`src/rtl/alu_seq_if.sv`:
```
// Valid/ready operand and result bundle for the sequential ALU.
interface alu_seq_if #(
   parameter int WIDTH = 16
);
   logic             in_valid;
   logic             in_ready;
   logic [WIDTH-1:0] a;
   logic [WIDTH-1:0] b;
   logic             carry_in;
   logic             bnegate;
   logic [2:0]       op;
   logic             out_valid;
   logic             out_ready;
   logic [WIDTH-1:0] result;
   logic             carry_out;
   logic             overflow;
   logic             zero;

   modport master (
      output in_valid, a, b, carry_in, bnegate, op, out_ready,
      input  in_ready, out_valid, result, carry_out, overflow, zero
   );

   modport slave (
      input  in_valid, a, b, carry_in, bnegate, op, out_ready,
      output in_ready, out_valid, result, carry_out, overflow, zero
   );
endinterface

```
`src/rtl/alu_seq.sv`:
```
// Multi-cycle ALU: single-cycle logic/add/slt, iterative shifts and
// shift-add unsigned multiply, one op in flight behind valid/ready.
module alu_seq #(
   parameter int WIDTH = 16
) (
   input logic   clk,
   input logic   rst,
   alu_seq_if.slave bus
);
   localparam int SHW = $clog2(WIDTH);
   localparam logic [SHW:0] CNT_ONE = 1;
   localparam logic [SHW:0] CNT_MAX = WIDTH[SHW:0];
   localparam logic [WIDTH-1:0] ONE_W = 1;

   localparam logic [2:0] OP_AND = 3'b000;
   localparam logic [2:0] OP_OR  = 3'b001;
   localparam logic [2:0] OP_ADD = 3'b010;
   localparam logic [2:0] OP_SLT = 3'b011;
   localparam logic [2:0] OP_SLL = 3'b100;
   localparam logic [2:0] OP_SRL = 3'b101;
   localparam logic [2:0] OP_MUL = 3'b110;
   localparam logic [2:0] OP_NOR = 3'b111;

   typedef enum logic [2:0] {
      IDLE, EXEC, SHIFT, MUL, DONE
   } state_t;

   state_t             state_q, state_d;
   logic [WIDTH-1:0]   a_q, a_d;
   logic [WIDTH-1:0]   b_q, b_d;
   logic               cin_q, cin_d;
   logic               bneg_q, bneg_d;
   logic [2:0]         op_q, op_d;
   logic [2*WIDTH-1:0] acc_q, acc_d;
   logic [2*WIDTH-1:0] mcand_q, mcand_d;
   logic [SHW:0]       cnt_q, cnt_d;
   logic [WIDTH-1:0]   res_q, res_d;
   logic               cout_q, cout_d;
   logic               ovf_q, ovf_d;
   logic               zero_q, zero_d;

   logic [WIDTH-1:0] bb;
   logic [WIDTH:0]   sum;
   logic [WIDTH-1:0] diff;
   logic             add_ovf;
   logic             slt_ovf;
   logic             slt;
   logic             fin;

   assign bb      = bneg_q ? ~b_q : b_q;
   assign sum     = {1'b0, a_q} + {1'b0, bb} + {{WIDTH{1'b0}}, cin_q};
   assign add_ovf = (a_q[WIDTH-1] == bb[WIDTH-1]) &&
                    (sum[WIDTH-1] != a_q[WIDTH-1]);
   // SLT always subtracts, independent of bnegate/carry_in
   assign diff    = a_q + ~b_q + ONE_W;
   assign slt_ovf = (a_q[WIDTH-1] != b_q[WIDTH-1]) &&
                    (diff[WIDTH-1] != a_q[WIDTH-1]);
   assign slt     = diff[WIDTH-1] ^ slt_ovf;

   always_comb begin
      state_d = state_q;
      a_d     = a_q;
      b_d     = b_q;
      cin_d   = cin_q;
      bneg_d  = bneg_q;
      op_d    = op_q;
      acc_d   = acc_q;
      mcand_d = mcand_q;
      cnt_d   = cnt_q;
      res_d   = res_q;
      cout_d  = cout_q;
      ovf_d   = ovf_q;
      zero_d  = zero_q;
      fin     = 1'b0;

      unique case (state_q)
         IDLE: begin
            if (bus.in_valid) begin
               a_d     = bus.a;
               b_d     = bus.b;
               cin_d   = bus.carry_in;
               bneg_d  = bus.bnegate;
               op_d    = bus.op;
               cnt_d   = '0;
               acc_d   = '0;
               mcand_d = {{WIDTH{1'b0}}, bus.a};
               unique case (bus.op)
                  OP_SLL, OP_SRL: state_d = SHIFT;
                  OP_MUL:         state_d = MUL;
                  default:        state_d = EXEC;
               endcase
            end
         end
         EXEC: begin
            fin    = 1'b1;
            cout_d = 1'b0;
            ovf_d  = 1'b0;
            unique case (op_q)
               OP_AND: res_d = a_q & bb;
               OP_OR:  res_d = a_q | bb;
               OP_NOR: res_d = ~(a_q | bb);
               OP_ADD: begin
                  res_d  = sum[WIDTH-1:0];
                  cout_d = sum[WIDTH];
                  ovf_d  = add_ovf;
               end
               OP_SLT: res_d = {{(WIDTH-1){1'b0}}, slt};
               default: res_d = '0;
            endcase
         end
         SHIFT: begin
            if (cnt_q == {1'b0, b_q[SHW-1:0]}) begin
               fin    = 1'b1;
               res_d  = a_q;
               cout_d = 1'b0;
               ovf_d  = 1'b0;
            end else begin
               a_d   = (op_q == OP_SRL) ? (a_q >> 1) : (a_q << 1);
               cnt_d = cnt_q + CNT_ONE;
            end
         end
         MUL: begin
            if (cnt_q == CNT_MAX) begin
               fin    = 1'b1;
               res_d  = acc_q[WIDTH-1:0];
               cout_d = |acc_q[2*WIDTH-1:WIDTH];
               ovf_d  = 1'b0;
            end else begin
               if (b_q[0]) acc_d = acc_q + mcand_q;
               mcand_d = mcand_q << 1;
               b_d     = b_q >> 1;
               cnt_d   = cnt_q + CNT_ONE;
            end
         end
         DONE: begin
            if (bus.out_ready) state_d = IDLE;
         end
         default: state_d = IDLE;
      endcase

      if (fin) begin
         state_d = DONE;
         zero_d  = ~|res_d;
      end
   end

   always_ff @(posedge clk) begin
      if (rst) begin
         state_q <= IDLE;
         a_q     <= '0;
         b_q     <= '0;
         cin_q   <= 1'b0;
         bneg_q  <= 1'b0;
         op_q    <= '0;
         acc_q   <= '0;
         mcand_q <= '0;
         cnt_q   <= '0;
         res_q   <= '0;
         cout_q  <= 1'b0;
         ovf_q   <= 1'b0;
         zero_q  <= 1'b0;
      end else begin
         state_q <= state_d;
         a_q     <= a_d;
         b_q     <= b_d;
         cin_q   <= cin_d;
         bneg_q  <= bneg_d;
         op_q    <= op_d;
         acc_q   <= acc_d;
         mcand_q <= mcand_d;
         cnt_q   <= cnt_d;
         res_q   <= res_d;
         cout_q  <= cout_d;
         ovf_q   <= ovf_d;
         zero_q  <= zero_d;
      end
   end

   assign bus.in_ready  = (state_q == IDLE);
   assign bus.out_valid = (state_q == DONE);
   assign bus.result    = res_q;
   assign bus.carry_out = cout_q;
   assign bus.overflow  = ovf_q;
   assign bus.zero      = zero_q;
endmodule

```
`src/flat_wrapper.sv`:
```
// flat-port wrapper written by rule: the top's interface ports become plain ports
module alu_seq_flat 
#(
   parameter int WIDTH = 16
)
  (clk, rst, bus_in_valid, bus_a, bus_b, bus_carry_in, bus_bnegate, bus_op, bus_out_ready, bus_in_ready, bus_out_valid, bus_result, bus_carry_out, bus_overflow, bus_zero);
  alu_seq_if #(.WIDTH(WIDTH)) bus_i ();
  input logic clk;
  input logic rst;
  input wire logic [$bits(bus_i.in_valid)-1:0] bus_in_valid;
  input wire logic [$bits(bus_i.a)-1:0] bus_a;
  input wire logic [$bits(bus_i.b)-1:0] bus_b;
  input wire logic [$bits(bus_i.carry_in)-1:0] bus_carry_in;
  input wire logic [$bits(bus_i.bnegate)-1:0] bus_bnegate;
  input wire logic [$bits(bus_i.op)-1:0] bus_op;
  input wire logic [$bits(bus_i.out_ready)-1:0] bus_out_ready;
  output wire logic [$bits(bus_i.in_ready)-1:0] bus_in_ready;
  output wire logic [$bits(bus_i.out_valid)-1:0] bus_out_valid;
  output wire logic [$bits(bus_i.result)-1:0] bus_result;
  output wire logic [$bits(bus_i.carry_out)-1:0] bus_carry_out;
  output wire logic [$bits(bus_i.overflow)-1:0] bus_overflow;
  output wire logic [$bits(bus_i.zero)-1:0] bus_zero;
  assign bus_i.in_valid = bus_in_valid;
  assign bus_i.a = bus_a;
  assign bus_i.b = bus_b;
  assign bus_i.carry_in = bus_carry_in;
  assign bus_i.bnegate = bus_bnegate;
  assign bus_i.op = bus_op;
  assign bus_i.out_ready = bus_out_ready;
  assign bus_in_ready = bus_i.in_ready;
  assign bus_out_valid = bus_i.out_valid;
  assign bus_result = bus_i.result;
  assign bus_carry_out = bus_i.carry_out;
  assign bus_overflow = bus_i.overflow;
  assign bus_zero = bus_i.zero;
  alu_seq #(.WIDTH(WIDTH)) u_core (.clk(clk), .rst(rst), .bus(bus_i));
endmodule
```
`config.mk`:
```
export PLATFORM = sky130hd
export DESIGN_NAME = alu_seq_flat
export DESIGN_NICKNAME = d
export VERILOG_FILES = /design/src/rtl/alu_seq_if.sv /design/src/rtl/alu_seq.sv /design/src/flat_wrapper.sv
export SDC_FILE = /design/constraint.sdc
export NUM_CORES = 1
export LEC_CHECK = 0
export CORE_MARGIN = 8
export CORE_UTILIZATION = 60
export DETAILED_ROUTE_END_ITERATION = 12
export PLACE_DENSITY = 0.89
export REMOVE_ABC_BUFFERS = 1
export SETUP_SLACK_MARGIN = 0.5
export SYNTH_ARGS = -nofsm -noshare
export SYNTH_HDL_FRONTEND = slang
export SYNTH_SLANG_ARGS = --single-unit
```
`constraint.sdc`:
```
create_clock -name clk -period 7.7 [get_ports clk]
set_input_delay 1.925 -clock clk [delete_from_list [all_inputs] [get_ports clk]]
set_output_delay 1.925 -clock clk [all_outputs]
set_load 0.02 [all_outputs]
```
# == Word level (Yosys, flattened, before mapping) ==
# Cells that the tools add are included.
# word_totals
ff_bits,128
latchBits,0
ramBits,0
romBits,0
output_inout_bits,21
mem_count,0
# op_classes
add_sub_neg,6
mul,0
div,0
magnitude_cmp,0
eq_ne,28
n_shift,0
muxes,38
bitwise,6
n_reduce_logical,22
# ops
cell,count
$mux W32,5
$mux W16,8
$pmux W32 S2,2
$pmux W16 S5,1
$pmux W16 S2,2
$pmux W16 S3,1
$add A32 B32 Y32,1
$not A16 Y16,2
$reduce_or A16 Y1,2
$eq A3 B3 Y1 const B,6
$add A16 B16 Y17,1
$add A17 B1 Y17,1
$add A16 B1 Y16 const B,1
$add A16 B16 Y16,1
$and A16 B16 Y16,1
$or A16 B16 Y16,1
$mux W5,3
$pmux W5 S3,1
$reduce_and A3 Y1,5
$eq A3 B2 Y1 const B,4
$mux W3,3
$pmux W1 S3,3
$pmux W3 S3,1
$ne A2 B1 Y1 const B,4
21 further kinds,40

# == Depth between registers and ports, before layout ==
# logic_depth
depth_word,10
ltp_mapped,20

# == Least setup slack after synthesis ==
# No wires, ideal clock.
# synth_timing
path_kind,register to register
startpoint,reg u_core.bneg_q
endpoint,reg u_core.cout_q (netlist: u_core.bus.carry_out)
setup_time_ps,130
t_arrival_ps,3671
t_required_ps,7570
slack_ps,3899
path_stages_with_launch,18
n_path_buf,2
cell_sequence,dfxtp_1 clkbuf_1 clkbuf_1 xor2_1 inv_1 fa_1 inv_1 fa_1 a211oi_2 o21bai_1 a2111o_1 nor3b_1 o211ai_1 nand2_1 a21o_1 a21o_1 a21oi_1 o22ai_1
# synth_between
elab_chain_len,5
# synth_lines
item,line_no,rtl
from (decl),alu_seq.sv:32,"logic bneg_q, bneg_d;"
from (signal assigned),alu_seq.sv:167,bneg_q <= bneg_d;
$mux W16,alu_seq.sv:50,assign bb = bneg_q ? ~b_q : b_q;
$add A16 B16 Y17,alu_seq.sv:51,"assign sum = {1'b0, a_q} + {1'b0, bb} + {{WIDTH{1'b0}}, cin_q};"
$add A17 B1 Y17,alu_seq.sv:51,
$mux W1,alu_seq.sv:98,unique case (op_q)
$pmux W1 S3,alu_seq.sv:76,unique case (state_q)
to (signal assigned),alu_seq.sv:173,cout_q <= cout_d;
to (decl),alu_seq.sv:38,"logic cout_q, cout_d;"
# Every way passes these cells.
# A chain may end at the register's enable or synchronous reset.

# == Final worst setup path ==
# layout_timing
startpoint,in bus_in_valid
endpoint,reg u_core.acc_q[23]
# layout_between
elab_chain_len,2
# layout_lines
item,line_no,rtl
from (decl),flat_wrapper.sv:10,input wire logic [$bits(bus_i.in_valid)-1:0] bus_in_valid;
$ne A2 B2 Y1 (no line),-,
$reduce_and A4 Y1 (no line),-,
to (signal assigned),alu_seq.sv:155,acc_q <= '0;
to (signal assigned),alu_seq.sv:169,acc_q <= acc_d;
to (decl),alu_seq.sv:34,"logic [2*WIDTH-1:0] acc_q, acc_d;"
# Every way passes these cells.

==> results.ini <==
[placement]
place_ws_ns = 2.76
dpl_cell_area_mm2 = 0.00980
post-dp-hpwl_um = 18100
dp.cells = 1383
gp_congestion = 0.935
portBuffers = 61

[cts]
cts_resized = 0
cts_hold_buffers = 0
cts_tree = built
clk_pin_slew_ns = 0.06
cts_setup_buffers = 0
cts_max_level = 4
clock_path_buffers = 2
root_buffer = clkbuf_16
clk_latency_ns = 0.43
cts_buffers = 17
clkSinkCount = 128

[pwr]
ir_drop_uv = 179
p_leak_nw = 4.25
powerDensity_mw_per_mm2 = 226

[worst_setup_path]
path_max_fanout = 77
crit_path_end_kind = flip-flop
crit_required_ns = 8.05
cp-start-kind = primary input
timing_worst_setup_path_type = in2reg
cp_data_arrival_time_ns = 4.98

[sta]
finalSetupTns_ns = 0
hold_viol_final = 0
fin_worst_skew_ns = 0.00836
drv_slew = 0
layout_worst_path_cycle_share = 0.601
fin_ws_ns = 3.07
timing.fmax_mhz = 216
rsz0062_at_grt = false
final.min_clock_period_ns = 4.63
setup_viol = 0
slew_headroom = 0.172
tightest_slew_ns = 1.24

[synthesis]
synth_edf_count = 0
yosys-top-cells-count = nor2_1, nand2_1, dfxtp_1, a21oi_1, ha_1
yosysWarnings = 0
yosys.area.top_type = dfxtp_1
synthArstFlopShare = 0
yosysMostFrequentCell = nor2_1
yosysUniqueCellTypes = 72
synthCells = 1193
yosys.area.top_type_share = 0.281
synthesis.area_mm2 = 0.00913
synth-seq-cells = 128
yosysSeqAreaShare = 0.281
yosys-top-cells-area = dfxtp_1, ha_1, a21oi_1
synth-main-ff-cell = dfxtp_1
avgSynthCellArea_um2 = 7.65

[global_route]
grt_pass1_vias = 8612
grt_pass1_wl_um = 42300
overflow = 0
track_usage = 0.264
grt_max_degree = 88
antenna_found_initial = 0

[floorplan]
dieHeight_um = 139
die_area_mm2 = 0.0194
start_util = 0.607
core_area_mm2 = 0.0150
rows = 45
io_pins = 62
die_w_um = 139

[routing]
via_per_inst = 6.36
vias = 8997
avgRoutedWirePerCell_um = 18.1
first_pass_iters = 5
postRouteAntennaNets = 0
drc_errors = 0
drt_wl_total_um = 25700
drt-initial-drc-count = 998

[finish]
final_cells = 1415
drive_gt1_frac = 0.0570
nFillCells = 1179
nNetsFinal = 1338
antenna_cells = 0
areaGrowthSynthToFinish_pct = 13.5
post-route-cell-area_mm2 = 0.0104

[hold_path]
min_path_type = reg2reg

[status]
status = finished, final reports clean

[flow_run]
maxCapViolations = 0

==> where the power goes <==
| group | total [W] | leakage, nW | internal, W | switching (W) |
|---|---|---|---|---|
| Clock | 0.000788 | 0.269 | 0.000481 | 0.000307 |
| Sequential | 0.000805 | 1.04 | 0.000721 | 0.0000850 |
| Combinational | 0.000754 | 2.94 | 0.000300 | 0.000454 |
| Total | 0.00235 | 4.25 | 0.00150 | 0.000847 |
==> cells in the final DEF, fill, tap and decap left out, types with 5 or more instances in the layout <==
master           netlist  routed
o211ai_1               8       8
a21o_1                25      25
or3_1                  5       5
a311oi_1              30      30
nand4_1                9       9
o21ai_0               33      32
nand2b_1              20      20
ha_1                  79      79
buf_4                  1      11
nand2_1              138     138
a21oi_1              121     120
clkbuf_16              0      17
a22oi_1               25      25
dfxtp_1              128     128
o21ai_1                8       7
xnor2_1               25      25
o21a_1                11      11
o21bai_1               7       7
a221o_1               11      11
a221oi_1               7       7
mux2i_1                7       7
xor2_1                30      30
nor4_1                 7       7
and3_1                 5       5
nor2_1               155     153
nor3_1                12      12
and2_1                 5       5
clkdlybuf4s50_1        0      60
nand3_1               41      41
a211oi_1              23      23
a22o_1                 8       8
nor2b_1                5       5
inv_1                 64      64
a31oi_1                7       7
clkinv_2               0       5
==> cell type report <==
type	instances	area, um2	area share
tap	188	235	0.0227
multi-input combinational	932	6080	0.587
inverter	64	240	0.0232
timing repair buffer	71	683	0.0659
sequential	128	2560	0.247
clock inverter	11	115	0.0111
clock buffer	21	450	0.0434
==> final timing paths <==
| path | slack (ns) | from | cells after the start | end |
|---|---|---|---|---|
| max | 3.07 | bus_in_valid | 9 | u_core.acc_q[23] |
| max reg2reg | 3.50 | u_core.bneg_q | 15 | u_core.bus.carry_out |
| min | 0.45 | u_core.bus.zero | 2 | u_core.bus.zero |
| min reg2reg | 0.45 | u_core.bus.zero | 2 | u_core.bus.zero |
==> registers in the layout (all words and copies together), names as in the netlist <==
name / flops
u_core.a_q: 16
u_core.acc_q: 32
u_core.b_q: 16
u_core.bneg_q: 1
u_core.bus.carry_out: 1
u_core.bus.overflow: 1
u_core.bus.result: 16
u_core.bus.zero: 1
u_core.cin_q: 1
u_core.cnt_q: 5
u_core.mcand_q: 32
u_core.op_q: 3
u_core.state_q: 3
==> per-layer routing <==
metal / routed length (um) / track usage / up-vias
li1: - / - / 4314
met1: 10800 / 0.326 / 4247
met2: 12200 / 0.444 / 377
met3: 2020 / 0.0503 / 59
met4: 633 / 0.107 / 0
met5: 0 / 0 / -
==> per-stage QoR <==
| stage | util | power [W] | hold WS (ns) |
|---|---|---|---|
| 6_report | 0.690 | 0.00235 | 0.453 |
| 3_3_place_gp | 0.652 | 0.00152 | 0.436 |
| 5_1_grt | 0.690 | 0.00246 | 0.486 |
| 3_5_place_dp | 0.652 | 0.00155 | 0.446 |
| 4_1_cts | 0.690 | 0.00233 | 0.455 |
| 2_1_floorplan | - | 0.00132 | 0.430 |
==> cells by family (layout without fill, tap and decap cells) <==
group | Yosys count | after routing | share of synthesized area
and+or+nand+nor | 421 | 421 | 0.206
AOI/OAI and AO/OA | 364 | 364 | 0.277
buffers and inverters | 133 | 167 | 0.0566
DFF | 128 | 128 | 0.281
adders and majority gates | 83 | 83 | 0.117
xor gates and xnor gates | 55 | 55 | 0.0528
muxes | 9 | 9 | 0.0101
==> critical path: stages <==
cell and delay (ns):
clkdlybuf4s50_1 0.51, nand2_1 0.22, o21ai_4 0.12, buf_4 0.61
o21ai_2 0.12, buf_4 0.27, nor2_1 0.81, a22oi_1 0.18
nor2_1 0.18
Power figures use the tool's default switching activity.
==> RTL change, RTL diff (same settings) <==
`a_q` no longer has a reset.
--- a/src/rtl/alu_seq.sv
+++ b/src/rtl/alu_seq.sv
@@ -149,3 +149,2 @@
          state_q <= IDLE;
-         a_q     <= '0;
          b_q     <= '0;
@@ -163,3 +162,2 @@
          state_q <= state_d;
-         a_q     <= a_d;
          b_q     <= b_d;
@@ -178,2 +176,6 @@
 
+   always_ff @(posedge clk) begin
+      a_q <= a_d;
+   end
+
    assign bus.in_ready  = (state_q == IDLE);
Check against the original RTL: same outputs for any inputs over 4 cycles, from zero or initial values and one cycle with rst high; that may be too few to reach the edited logic, so the function may still have changed.
==> RTL change against the original RTL <==
Worst setup slack improved by 71 ps; critical path depth rose by 10; synthesized area is 0.55% higher; power is 10% higher; sequential share of layout area rose by 1.4 points; design area increased by 0.70%; routed wire length increased by 10%; sequential cell count unchanged; critical path type is now reg -> reg; highest routed layer unchanged.
==> RTL change: results (changes against the original RTL) <==
GRT
  • First-pass GRT wire length: 45.7 mm (was 42.3 mm)
  • Largest net degree at the start of global routing: 66 (was 88)
  • Vias in the first global route: 8816 (was 8612)
  • GRT Total Usage: 28.9% (was 26.4%)

Worst setup path
  • Reg-to-Reg End: u_core.bus.zero (was u_core.bus.carry_out)
  • CP max stage cell: nor4_1 (was nor2_1)
  • CP arrival: 4930 ps (was 4980 ps)
  • CP Max Fanout: 6 (was 77)
  • Worst path top cell family by delay: compound AO/OA/AOI/OAI gates (was buffers and inverters)
  • R2R depth: 19 (was 15)
  • Crit path largest cell delay: 510 ps (was 810 ps)
  • Reg-to-reg setup timing slack: 3140 ps (was 3500 ps)
  • Setup crit start: u_core.a_q[1] (was bus_in_valid)
  • Worst setup endpoint: u_core.bus.zero (was u_core.acc_q[23])

Finish
  • Largest registers: u_core.acc_q: 32 flops, u_core.mcand_q: 32 flops (unchanged)
  • FILL cells: 1172 (was 1179)
  • Layout cells sized above 1: 5.26% (was 5.70%)
  • Final nets: 1309 (was 1338)

Drt
  • Total wire length: 28.2 mm (was 25.7 mm)
  • DRT iter0 DRCs: 1104 (was 998)
  • Vias post-DR: 9199 (was 8997)
  • Drt pass-1 iters: 9 (was 5)

Synth
  • Post-Synth Adder-Cell Area: 11.6% (was 11.7%)
  • Async set-reset flop share out of synthesis: 0% (unchanged)
  • Post-synth EDFFs: 16 (was 0)
  • Register area share after synthesis: 29.7% (was 28.1%)
  • Top cells by count, synth: 155 x nand2_1, 117 x nor2_1, 112 x dfxtp_1, 79 x ha_1, 66 x a21oi_1 (was 155 x nor2_1, 138 x nand2_1, 128 x dfxtp_1, 121 x a21oi_1, 79 x ha_1)
  • Post-synthesis xor/xnor area fraction: 5.44% (was 5.28%)
  • Synth Flop Type: dfxtp_1 (unchanged)
  • Largest cells by area after synthesis: dfxtp_1 24%, ha_1 11%, nand2_1 6.3%, edfxtp_1 5.2%, nor2_1 4.8% (was dfxtp_1 28%, ha_1 11%, a21oi_1 6.6%, nor2_1 6.4%, nand2_1 5.7%)
  • Compound-Gate Fraction of Synth Area: 25.8% (was 27.7%)
  • Netlist cell types: 75 (was 72)
  • Multiplexer share of the synthesized area: 1.87% (was 1.01%)

Power and ir drop
  • Worst VDD drop: 215 uV (was 179 uV)
  • Leakage: 4.45 nW (was 4.25 nW)

Min path
  • Hold Path Class: reg -> reg (unchanged)
  • Hold path startpoint: u_core.bus.result[4] (was u_core.bus.zero)
  • WHS Path Cells: 2 (unchanged)
  • Hold path endpoint: u_core.bus.result[4] (was u_core.bus.zero)

STA
  • Clock skew: 13.1 ps (was 8.36 ps)
  • Final setup TNS: 0 ps (unchanged)
  • Worst hold slack: 454 ps (was 453 ps)
  • Slew margin rel.: 27.5% (was 17.2%)

Placement
  • HPWL after detailed placement: 19.6 mm (was 18.1 mm)
  • Routability cong.: 0.966 (was 0.935)
  • Port Buffers: 61 (unchanged)

Clock tree
  • Postcts setup bufs: 0 (unchanged)
  • Clk root buf: clkbuf_16 (unchanged)

Status
  • Status: complete, no violations (unchanged)
## RTL change: changes by cell type after synthesis, moves of 16 or more
cell,delta
nor2_1,-38
dfxtp_1,-16
a21oi_1,-55
edfxtp_1,+16
o21ai_0,+30
nand2_1,+17
## RTL change: power by group
| part | switching, mW | leakage (nW) | internal (mW) | total [mW] |
|---|---|---|---|---|
| Clock | 0.316 | 0.291 | 0.504 | 0.820 |
| Sequential | 0.0976 | 1.06 | 0.752 | 0.849 |
| Combinational | 0.559 | 3.09 | 0.362 | 0.921 |
| Total | 0.973 | 4.45 | 1.62 | 2.59 |
## RTL change: layout make-up
cell class | count | share of cell area (%)
multi-input combinational | 902 | 56.9
sequential | 128 | 26.1
timing repair buffer | 75 | 6.83
clock buffer | 21 | 4.51
tap | 188 | 2.25
inverter | 61 | 2.19
clock inverter | 11 | 1.22
## RTL change: per-layer routing
layer,global-route usage [%],vias to the layer above,routed length [microns]
met5,0,-,0
li1,-,4243,-
met1,35.0,4220,11200
met4,17.3,0,1560
met3,8.21,150,2860
met2,44.8,586,12600
## RTL change: through the flow
stage	cell area, sq um	cells	power [mW]	worst slack [ps]	utilization, %
final	10400	1386	2.59	3140	69.2
after global routing	10400	1386	2.72	2930	69.2
after CTS	10400	1386	2.56	3230	69.2
after detailed placement	9840	1354	1.74	3180	65.2
after global placement	9840	1354	1.70	3250	65.2
after floorplan	8880	1091	1.46	1240	-
## RTL change: cell families (layout without fill, tap and decap cells)
family / Yosys count / in the layout
compound gates: 347 / 347
xor+xnor: 57 / 57
fa+ha+maj: 83 / 83
buf+inv: 130 / 168
flops: 128 / 128
mux: 17 / 17
simple gates: 398 / 398
